==> src/rtl/dcf77_sync_ctrl.sv <==
// DCF77 sync controller: frame qualification, lock FSM,
// local BCD time-of-day with 1 s divider and holdover.
module dcf77_sync_ctrl #(
    parameter int CLK_HZ       = 24_000_000,
    parameter int HOLDOVER_MIN = 10
) (
    input  logic        clk,
    input  logic        rst_n,
    input  logic        frame_stb,
    input  logic [58:0] frame_data,
    input  logic        frame_err,
    output logic [6:0]  sec,
    output logic [6:0]  min,
    output logic [5:0]  hour,
    output logic [21:0] date,
    output logic        sec_tick,
    output logic [1:0]  state,
    output logic        time_valid
);

    localparam int DIV_W = (CLK_HZ > 1) ? $clog2(CLK_HZ) : 1;
    localparam logic [DIV_W-1:0] DIV_TERM = DIV_W'(CLK_HZ - 1);
    localparam int HO_W = $clog2(HOLDOVER_MIN + 2) + 1;
    localparam logic [HO_W-1:0] HO_LIM = HO_W'(HOLDOVER_MIN);

    typedef enum logic [1:0] {
        ST_UNSYNC = 2'd0,
        ST_CHECK  = 2'd1,
        ST_LOCKED = 2'd2,
        ST_HOLD   = 2'd3
    } state_t;

    // BCD 00..59 increment, returns {carry, value}
    function automatic logic [7:0] bcd_inc60(input logic [6:0] v);
        logic [7:0] r;
        if (v == 7'h59) begin
            r = {1'b1, 7'h00};
        end else if (v[3:0] == 4'd9) begin
            r = {1'b0, v[6:4] + 3'd1, 4'd0};
        end else begin
            r = {1'b0, v[6:4], v[3:0] + 4'd1};
        end
        return r;
    endfunction

    // BCD 00..23 increment with wrap
    function automatic logic [5:0] bcd_inc24(input logic [5:0] v);
        logic [5:0] r;
        if (v == 6'h23) begin
            r = 6'h00;
        end else if (v[3:0] == 4'd9) begin
            r = {v[5:4] + 2'd1, 4'd0};
        end else begin
            r = {v[5:4], v[3:0] + 4'd1};
        end
        return r;
    endfunction

    state_t            r_state;
    state_t            w_state_nxt;
    logic [DIV_W-1:0]  r_div;
    logic [6:0]        r_sec;
    logic [6:0]        r_min;
    logic [5:0]        r_hour;
    logic [21:0]       r_date;
    logic              r_tick;
    logic              r_tv;
    logic [6:0]        r_cand_min;
    logic [5:0]        r_cand_hr;
    logic [HO_W-1:0]   r_hold;
    logic [HO_W-1:0]   w_hold_nxt;
    logic [HO_W-1:0]   w_hold_inc;

    logic [6:0]  w_f_min;
    logic [5:0]  w_f_hr;
    logic [21:0] w_f_date;
    logic [7:0]  w_cand_succ_m;
    logic [5:0]  w_cand_succ_h;
    logic        w_plaus;
    logic        w_load;
    logic        w_div_term;
    logic        w_tick;
    logic        w_roll;
    logic [7:0]  w_sec_inc;
    logic [7:0]  w_min_inc;
    logic [5:0]  w_hour_inc;
    logic        w_unused;

    assign w_f_min  = frame_data[27:21];
    assign w_f_hr   = frame_data[34:29];
    assign w_f_date = {frame_data[57:50], frame_data[49:45],
                       frame_data[44:42], frame_data[41:36]};
    assign w_unused = ^{frame_data[58], frame_data[35],
                        frame_data[28], frame_data[20:0]};

    assign w_cand_succ_m = bcd_inc60(r_cand_min);
    assign w_cand_succ_h = w_cand_succ_m[7] ? bcd_inc24(r_cand_hr)
                                            : r_cand_hr;
    assign w_plaus = !frame_err
                   && (w_f_min == w_cand_succ_m[6:0])
                   && (w_f_hr == w_cand_succ_h);

    // A plausible frame reloads time in every state except UNSYNC
    assign w_load = frame_stb && w_plaus && (r_state != ST_UNSYNC);

    assign w_div_term = (r_div == DIV_TERM);
    assign w_tick     = w_div_term && !w_load;
    assign w_roll     = w_tick && (r_sec == 7'h59);

    assign w_sec_inc  = bcd_inc60(r_sec);
    assign w_min_inc  = bcd_inc60(r_min);
    assign w_hour_inc = bcd_inc24(r_hour);
    assign w_hold_inc = r_hold + 1'b1;

    // Lock FSM next state; strobes take priority over holdover expiry
    always_comb begin
        w_state_nxt = r_state;
        if (frame_stb) begin
            unique case (r_state)
                ST_UNSYNC: begin
                    if (!frame_err) w_state_nxt = ST_CHECK;
                end
                ST_CHECK: begin
                    if (w_plaus)         w_state_nxt = ST_LOCKED;
                    else if (!frame_err) w_state_nxt = ST_CHECK;
                    else                 w_state_nxt = ST_UNSYNC;
                end
                ST_LOCKED: begin
                    if (w_plaus) w_state_nxt = ST_LOCKED;
                    else         w_state_nxt = ST_HOLD;
                end
                ST_HOLD: begin
                    if (w_plaus)         w_state_nxt = ST_LOCKED;
                    else if (!frame_err) w_state_nxt = ST_CHECK;
                end
                default: w_state_nxt = ST_UNSYNC;
            endcase
        end else if (r_state == ST_HOLD && w_roll
                     && w_hold_inc >= HO_LIM) begin
            w_state_nxt = ST_UNSYNC;
        end
    end

    // Holdover minutes counted only while staying in HOLD
    always_comb begin
        w_hold_nxt = '0;
        if (w_state_nxt == ST_HOLD) begin
            if (r_state == ST_HOLD && w_roll) w_hold_nxt = w_hold_inc;
            else                              w_hold_nxt = r_hold;
        end
    end

    // State register, validity flag and holdover counter
    always_ff @(posedge clk or negedge rst_n) begin
        if (!rst_n) begin
            r_state <= ST_UNSYNC;
            r_tv    <= 1'b0;
            r_hold  <= '0;
        end else begin
            r_state <= w_state_nxt;
            r_tv    <= (w_state_nxt == ST_LOCKED)
                    || (w_state_nxt == ST_HOLD);
            r_hold  <= w_hold_nxt;
        end
    end

    // Candidate {hour,min} from every error-free frame
    always_ff @(posedge clk or negedge rst_n) begin
        if (!rst_n) begin
            r_cand_min <= '0;
            r_cand_hr  <= '0;
        end else if (frame_stb && !frame_err) begin
            r_cand_min <= w_f_min;
            r_cand_hr  <= w_f_hr;
        end
    end

    // Local timekeeping: frame load wins over divider tick
    always_ff @(posedge clk or negedge rst_n) begin
        if (!rst_n) begin
            r_div  <= '0;
            r_sec  <= '0;
            r_min  <= '0;
            r_hour <= '0;
            r_date <= '0;
            r_tick <= 1'b0;
        end else begin
            r_tick <= w_tick;
            if (w_load) begin
                r_div  <= '0;
                r_sec  <= 7'h00;
                r_min  <= w_f_min;
                r_hour <= w_f_hr;
                r_date <= w_f_date;
            end else begin
                r_div <= w_div_term ? '0 : r_div + 1'b1;
                if (w_tick) begin
                    r_sec <= w_sec_inc[6:0];
                    if (w_sec_inc[7]) begin
                        r_min <= w_min_inc[6:0];
                        if (w_min_inc[7]) r_hour <= w_hour_inc;
                    end
                end
            end
        end
    end

    assign sec        = r_sec;
    assign min        = r_min;
    assign hour       = r_hour;
    assign date       = r_date;
    assign sec_tick   = r_tick;
    assign state      = r_state;
    assign time_valid = r_tv;

endmodule

==> config.mk <==
export PLATFORM = sky130hd
export DESIGN_NAME = dcf77_sync_ctrl
export DESIGN_NICKNAME = d
export VERILOG_FILES = /design/src/rtl/dcf77_sync_ctrl.sv
export SDC_FILE = /design/constraint.sdc
export NUM_CORES = 1
export LEC_CHECK = 0
export CAP_MARGIN = 20
export CORE_MARGIN = 4
export CORE_UTILIZATION = 25
export DETAILED_ROUTE_END_ITERATION = 10
export PLACE_DENSITY = 0.44
export SYNTH_ARGS = -nofsm -noshare
export SYNTH_HDL_FRONTEND = slang
export SYNTH_SLANG_ARGS = --single-unit
==> constraint.sdc <==
create_clock -name clk -period 6 [get_ports clk]
set_input_delay 0.9 -clock clk [delete_from_list [all_inputs] [get_ports clk]]
set_output_delay 0.9 -clock clk [all_outputs]
set_load 0.03 [all_outputs]
== Yosys cells after proc, flatten, opt, wreduce, memory -nomap -nowiden ==
Cells that the tools add are included.

* Word-level logic and storage cells: 103
* Output and inout port bits: 46
* Register bits: 89
* Bits of input ports: 63

* Equality and inequality tests: 19
* $add $sub $neg: 12
* Muxes and demuxes: 32
* Magnitude comparators: 1
* Reduce and logical (&&, ||, !) cells: 25

{| class="wikitable"
|+ Operators with widths
! kind !! count
|-
| $mux W7 || 8
|-
| $mux W6 || 9
|-
| $mux W25 || 2
|-
| $add A25 B1 Y25 const B || 1
|-
| $eq A25 B25 Y1 const B || 1
|-
| $mux W8 || 3
|-
| $eq A7 B7 Y1 const B || 3
|-
| $add A4 B1 Y4 const B || 5
|-
| $eq A4 B4 Y1 const B || 5
|-
| $eq A6 B6 Y1 const B || 2
|-
| $mux W2 || 5
|-
| $mux W5 || 2
|-
| $add A3 B1 Y3 const B || 3
|-
| $logic_and A1 B1 Y1 || 9
|-
| $reduce_bool A3 Y1 || 3
|-
| $eq A2 B2 Y1 const B || 4
|-
| $pmux W2 S4 || 1
|-
| $reduce_bool A2 Y1 || 4
|-
| $eq A7 B7 Y1 || 1
|-
| $eq A6 B6 Y1 || 1
|-
| $reduce_and A3 Y1 || 2
|-
| $add A5 B1 Y5 const B || 1
|-
| $ge A5 B4 Y1 const B || 1
|-
| $add A2 B1 Y2 const B || 2
|-
| 8 further kinds || 11
|}

== Longest topological paths before layout ==
* Depth after elaboration: 17
* Depth in mapped cells: 12
* Gate-level depth less buffers: 9

== Worst setup path before layout ==
Ideal clock, no wire load.

* Path kind: register to register
* From: register r_cand_min[4]
* To: register r_date[16], in the netlist date[16]
* Cell stages (with the launch flop): 11
* Library setup time: 0.127 ns
* Path slack: 2.932 ns
* Data arrival time: 2.940 ns
* Path buffers: 2
* Required time: 5.873 ns
* Clock period less this slack: 3.068 ns
* Path through: dfrtp_1 ha_1 and3b_1 and3_1 a311oi_1 o211ai_1 or4_4 nor4_2 buf_4 buf_6 mux2_1

* Cells in the longest elaborated chain, start to end: 8
* Elaborated cells on any way between the ends: 11
* Classes of those cells: add/sub: 1; eq/ne: 3; mux: 3; reduce/logical: 4

{| class="wikitable"
|+ Ends and longest elaborated chain
! element !! RTL line !! text
|-
| start, declared || 68 || <nowiki>logic [6:0] r_cand_min;</nowiki>
|-
| start signal, assigned || 173 || <nowiki>r_cand_min <= w_f_min;</nowiki>
|-
| $add A3 B1 Y3 || 39 || <nowiki>r = {1'b0, v[6:4] + 3'd1, 4'd0};</nowiki>
|-
| $mux W7 || 38 || <nowiki>end else if (v[3:0] == 4'd9) begin</nowiki>
|-
| $mux W8 * || 36 || <nowiki>if (v == 7'h59) begin</nowiki>
|-
| $eq A7 B7 Y1 || 100 || <nowiki>&& (w_f_min == w_cand_succ_m[6:0])</nowiki>
|-
| $logic_and A1 B1 Y1 || 100 ||
|-
| $logic_and A1 B1 Y1 * || 101 || <nowiki>&& (w_f_hr == w_cand_succ_h);</nowiki>
|-
| $logic_and A1 B1 Y1 * (2 in series) || 104 || <nowiki>assign w_load = frame_stb && w_plaus && (r_state != ST_UNSYNC);</nowiki>
|-
| end signal, assigned || 194 || <nowiki>r_date <= w_f_date;</nowiki>
|-
| end, declared || 65 || <nowiki>logic [21:0] r_date;</nowiki>
|}

Every way passes the cells marked *; elsewhere a longest branch is shown, timed or not.
A chain may end at the register's enable or synchronous reset.

== Worst setup path in the final report ==
* From: input frame_stb
* To: register r_min[6], in the netlist min[6]

* Cells in the longest elaborated chain, start to end: 6
* Elaborated cells on any way between the ends: 9
* Classes of those cells: mux: 1; reduce/logical: 8

{| class="wikitable"
|+ Ends and longest elaborated chain
! element !! RTL line !! text
|-
| start, declared || 9 || <nowiki>input logic frame_stb,</nowiki>
|-
| $logic_and A1 B1 Y1 * (2 in series) || 104 ||
|-
| $logic_not A1 Y1 || 107 || <nowiki>assign w_tick = w_div_term && !w_load;</nowiki>
|-
| $logic_and A1 B1 Y1 || 107 ||
|-
| $reduce_bool A2 Y1 (no line) || n/a ||
|-
| $reduce_and A3 Y1 (no line) || n/a ||
|-
| end signal, assigned || 192 || <nowiki>r_min <= w_f_min;</nowiki>
|-
| end signal, assigned || 200 || <nowiki>r_min <= w_min_inc[6:0];</nowiki>
|-
| end, declared || 63 || <nowiki>logic [6:0] r_min;</nowiki>
|}

Marked as above.

==> summary.txt <==
Run status
  – Status: complete, no violations

Cells and area
  – Core Util, Final: 0.324
  – Multi-input gate area: 0.00274 sq mm
  – Register area: 0.00223 sq mm
  – Fillers: 2103
  – Inserted Diodes: 0
  – Share of layout cells above drive strength 1: 0.103
  – Layout Area Growth over Synthesis: 27.8%
  – Fin nets: 669
  – Final Instance Area: 0.00653 sq mm

Clocking
  – Clock sink count: 89
  – Root Buffer: clkbuf_16
  – Reg clk slew, reported paths: 0.07 ns
  – Clock Latency Late Sink: 0.34 ns
  – Clk buf depth: 2
  – TritonCTS Buffers: 9
  – Setup bufs post-CTS: 0
  – CTS tree: built
  – Post-CTS sizing: 0
  – # hold bufs at CTS: 0
  – # H-tree levels: 3

Timing
  – Skew final: 0.00804 ns
  – Final hold violations: 0
  – Final setup violation count: 0
  – Slew HR: 0.491
  – Fin. max-slew vios: 0
  – FMAX: 285 MHz
  – Setup repair after global routing missed its margin: no
  – Setup TNS: 0 ns
  – Actual slew at the worst max-slew pin: 0.764 ns
  – Final min period: 3.51 ns
  – Period utilization: 0.585

Global routing
  – Total GRT Usage: 0.115
  – Largest net degree at the start of global routing: 60
  – GR Overflow Total: 0
  – Number of global-route vias before repair: 4124
  – First-pass GRT wire length: 21.1 mm
  – Initial antenna violation count: 0

Place
  – Detailed placer's ending HPWL: 9.46 mm
  – Placer congestion estimate: 0.783
  – Dpl cell area: 0.00624 sq mm
  – IO buf count: 84

Synth
  – Synthesis-stage register bit count: 89
  – Synthesized area per cell: 10.1 sq um
  – Synth Instances: 505
  – Sequential-to-total area share from yosys stat: 0.436
  – Cell Area, Synth: 0.00511 sq mm
  – Synthesized net count: 587
  – Yosys Warn Count: 0
  – Synth unique cells: 62
  – Ys async rst share: 1.00
  – Post-synth EDFFs: 0
  – Synth Flop Type: dfrtp_1

Worst setup path
  – Worst Setup SP: frame_stb
  – Worst r2r src: r_cand_min[0]
  – WP data required: 6.23 ns
  – Crit. End Element: flop
  – Setup slack, reg-to-reg: 2.50 ns
  – Worst Setup EP: min[6]
  – Critical path class: input pin to flop
  – R2R cell count: 9
  – RR Endpoint: date[3]
  – Crit Path Max Fanout: 6
  – Crit path launch type: input pin
  – Worst path arrival time: 3.74 ns

Drt
  – Final wirelength: 12.7 mm
  – DRC viols: 0
  – Post-DRT Antenna Nets: 0
  – DR vias: 4093
  – Initial drt markers: 190
  – Drt via density: 4.75
  – WL/cell: 14.8 um
  – DR pass1 iterations: 4

Hold path
  – Min-Delay Path Class: input pin to asynchronous set/reset pin

Flow run
  – Max-cap violation count: 0

Die
  – Initial Util: 0.253
  – Die area: 0.0228 sq mm
  – Core Area: 0.0202 sq mm
  – Total I/O pin count: 109
  – Width of the chip: 151 um
  – Floorplan row count: 52
  – Die Y: 151 um

Power and ir drop
  – Power density over the cells: 216 mW/mm^2
  – VDD IR-drop max: 0.120 mV
  – LEAKAGE: 2.75 nW
  – Total power: 1.41 mW
==> cells in the mapped netlist (all sizes together), types with 2 or more instances <==
cell type  instances  area [sq um]
dfrtp             89          2230
nor3              44           225
nand2             42           160
mux2              41           462
nor2              24          90.1
xor2              21           184
ha                19           238
o21ai             19          95.1
inv               17          63.8
nand3             16          80.1
nand4             15          93.8
xnor2             15           131
a21oi             14          70.1
a21o              10          75.1
buf               10          67.6
clkbuf             8          30.0
and3               6          37.5
mux2i              6          60.1
nand2b             6          37.5
nand3b             6          61.3
nor2b              6          37.5
o22ai              6          37.5
nor4               5          37.5
or3                5          31.3
and4               4          35.0
and4b              4          40.0
nand4b             4          35.0
or4                4          33.8
a211oi             3          22.5
and2               3          18.8
o211ai             3          22.5
a2111oi            2          30.0
a22o               2          17.5
a31oi              2          12.5
and3b              2          17.5
nor3b              2          15.0
o31ai              2          15.0
or2                2          12.5
or3b               2          17.5
or4bb              2          22.5
==> worst min-delay path by stage <==
stage              from       endpoint  slack [ns]  depth (start not counted)
3_3_place_gp   date[19]       date[19]        0.48                          1
4_1_cts           rst_n  r_cand_min[0]        0.49                          1
2_1_floorplan  r_div[0]       r_div[0]        0.48                          1
6_report          rst_n  r_cand_min[0]        0.48                          1
5_1_grt           rst_n  r_cand_min[0]        0.50                          1
3_5_place_dp   date[20]       date[20]        0.47                          1
==> state kept, by name, summed over array words and instances, names as in the netlist, 2 cells and up <==
signal	count
hour	6
date	22
r_cand_hr	6
state	2
sec	7
r_div	25
r_hold	5
r_cand_min	7
min	7
==> power breakdown <==
part | internal [mW] | switching, mW | leakage [nW]
Sequential | 0.630 | 0.0411 | 1.15
Combinational | 0.0866 | 0.0917 | 1.46
Clock | 0.306 | 0.253 | 0.142
Total | 1.02 | 0.386 | 2.75
==> cell usage in the layout, fill, tap and decap left out, types with 6 or more instances in the layout <==
| cell | synthesis | final |
|---|---|---|
| dfrtp_1 | 89 | 89 |
| clkdlybuf4s50_1 | 0 | 83 |
| nor3_1 | 43 | 43 |
| nand2_1 | 41 | 41 |
| mux2_2 | 26 | 26 |
| nor2_1 | 24 | 24 |
| xor2_1 | 21 | 21 |
| ha_1 | 19 | 19 |
| inv_1 | 17 | 17 |
| o21ai_0 | 17 | 17 |
| nand3_1 | 16 | 16 |
| nand4_1 | 15 | 15 |
| xnor2_1 | 15 | 15 |
| mux2_1 | 15 | 15 |
| a21oi_1 | 14 | 14 |
| a21o_1 | 10 | 10 |
| clkbuf_16 | 0 | 9 |
| and3_1 | 6 | 6 |
| mux2i_1 | 6 | 6 |
| o22ai_1 | 6 | 6 |
| nor2b_1 | 6 | 6 |
| nand2b_1 | 6 | 6 |
| buf_4 | 2 | 6 |
==> cells by family after synthesis <==
family	share of synthesized area
AO/OA/AOI/OAI	0.0955
XOR/XNOR	0.0617
adder cells (fa/ha/maj)	0.0465
buffers and inverters	0.0316
flip-flops	0.436
multiplexers	0.102
AND/OR/NAND/NOR	0.227
==> critical path, stage by stage <==
cell and delay, ns:
clkdlybuf4s50_1 0.59, nand2b_1 0.14, a221oi_1 0.23, nand4_1 0.12, nor4_1 0.26, or3b_2 0.54
nor3_1 0.54, mux2_2 0.40
==> layout make-up <==
cell class                 instances  share of cell area
multi-input combinational        381               0.419
sequential                        89               0.341
timing repair buffer              89               0.134
tap                              270              0.0517
clock buffer                      11              0.0387
inverter                          17             0.00977
clock inverter                     5             0.00594
==> layer usage <==
layer,GRT usage,vias up,routed length [um],share of wire
li1,-,2013,-,-
met3,0.0272,9,448,0.035
met2,0.194,61,6240,0.49
met1,0.149,2010,5920,0.47
met5,0,-,0,0
met4,0.0304,0,114,0.0090
==> stage by stage <==
step	hold WS, ns	instances	worst slack (ns)
3_5_place_dp	0.474	846	2.14
2_1_floorplan	0.476	505	2.93
3_3_place_gp	0.476	846	2.13
4_1_cts	0.488	862	2.46
5_1_grt	0.496	862	2.29
6_report	0.480	862	2.49
Power figures use the tool's default switching activity.
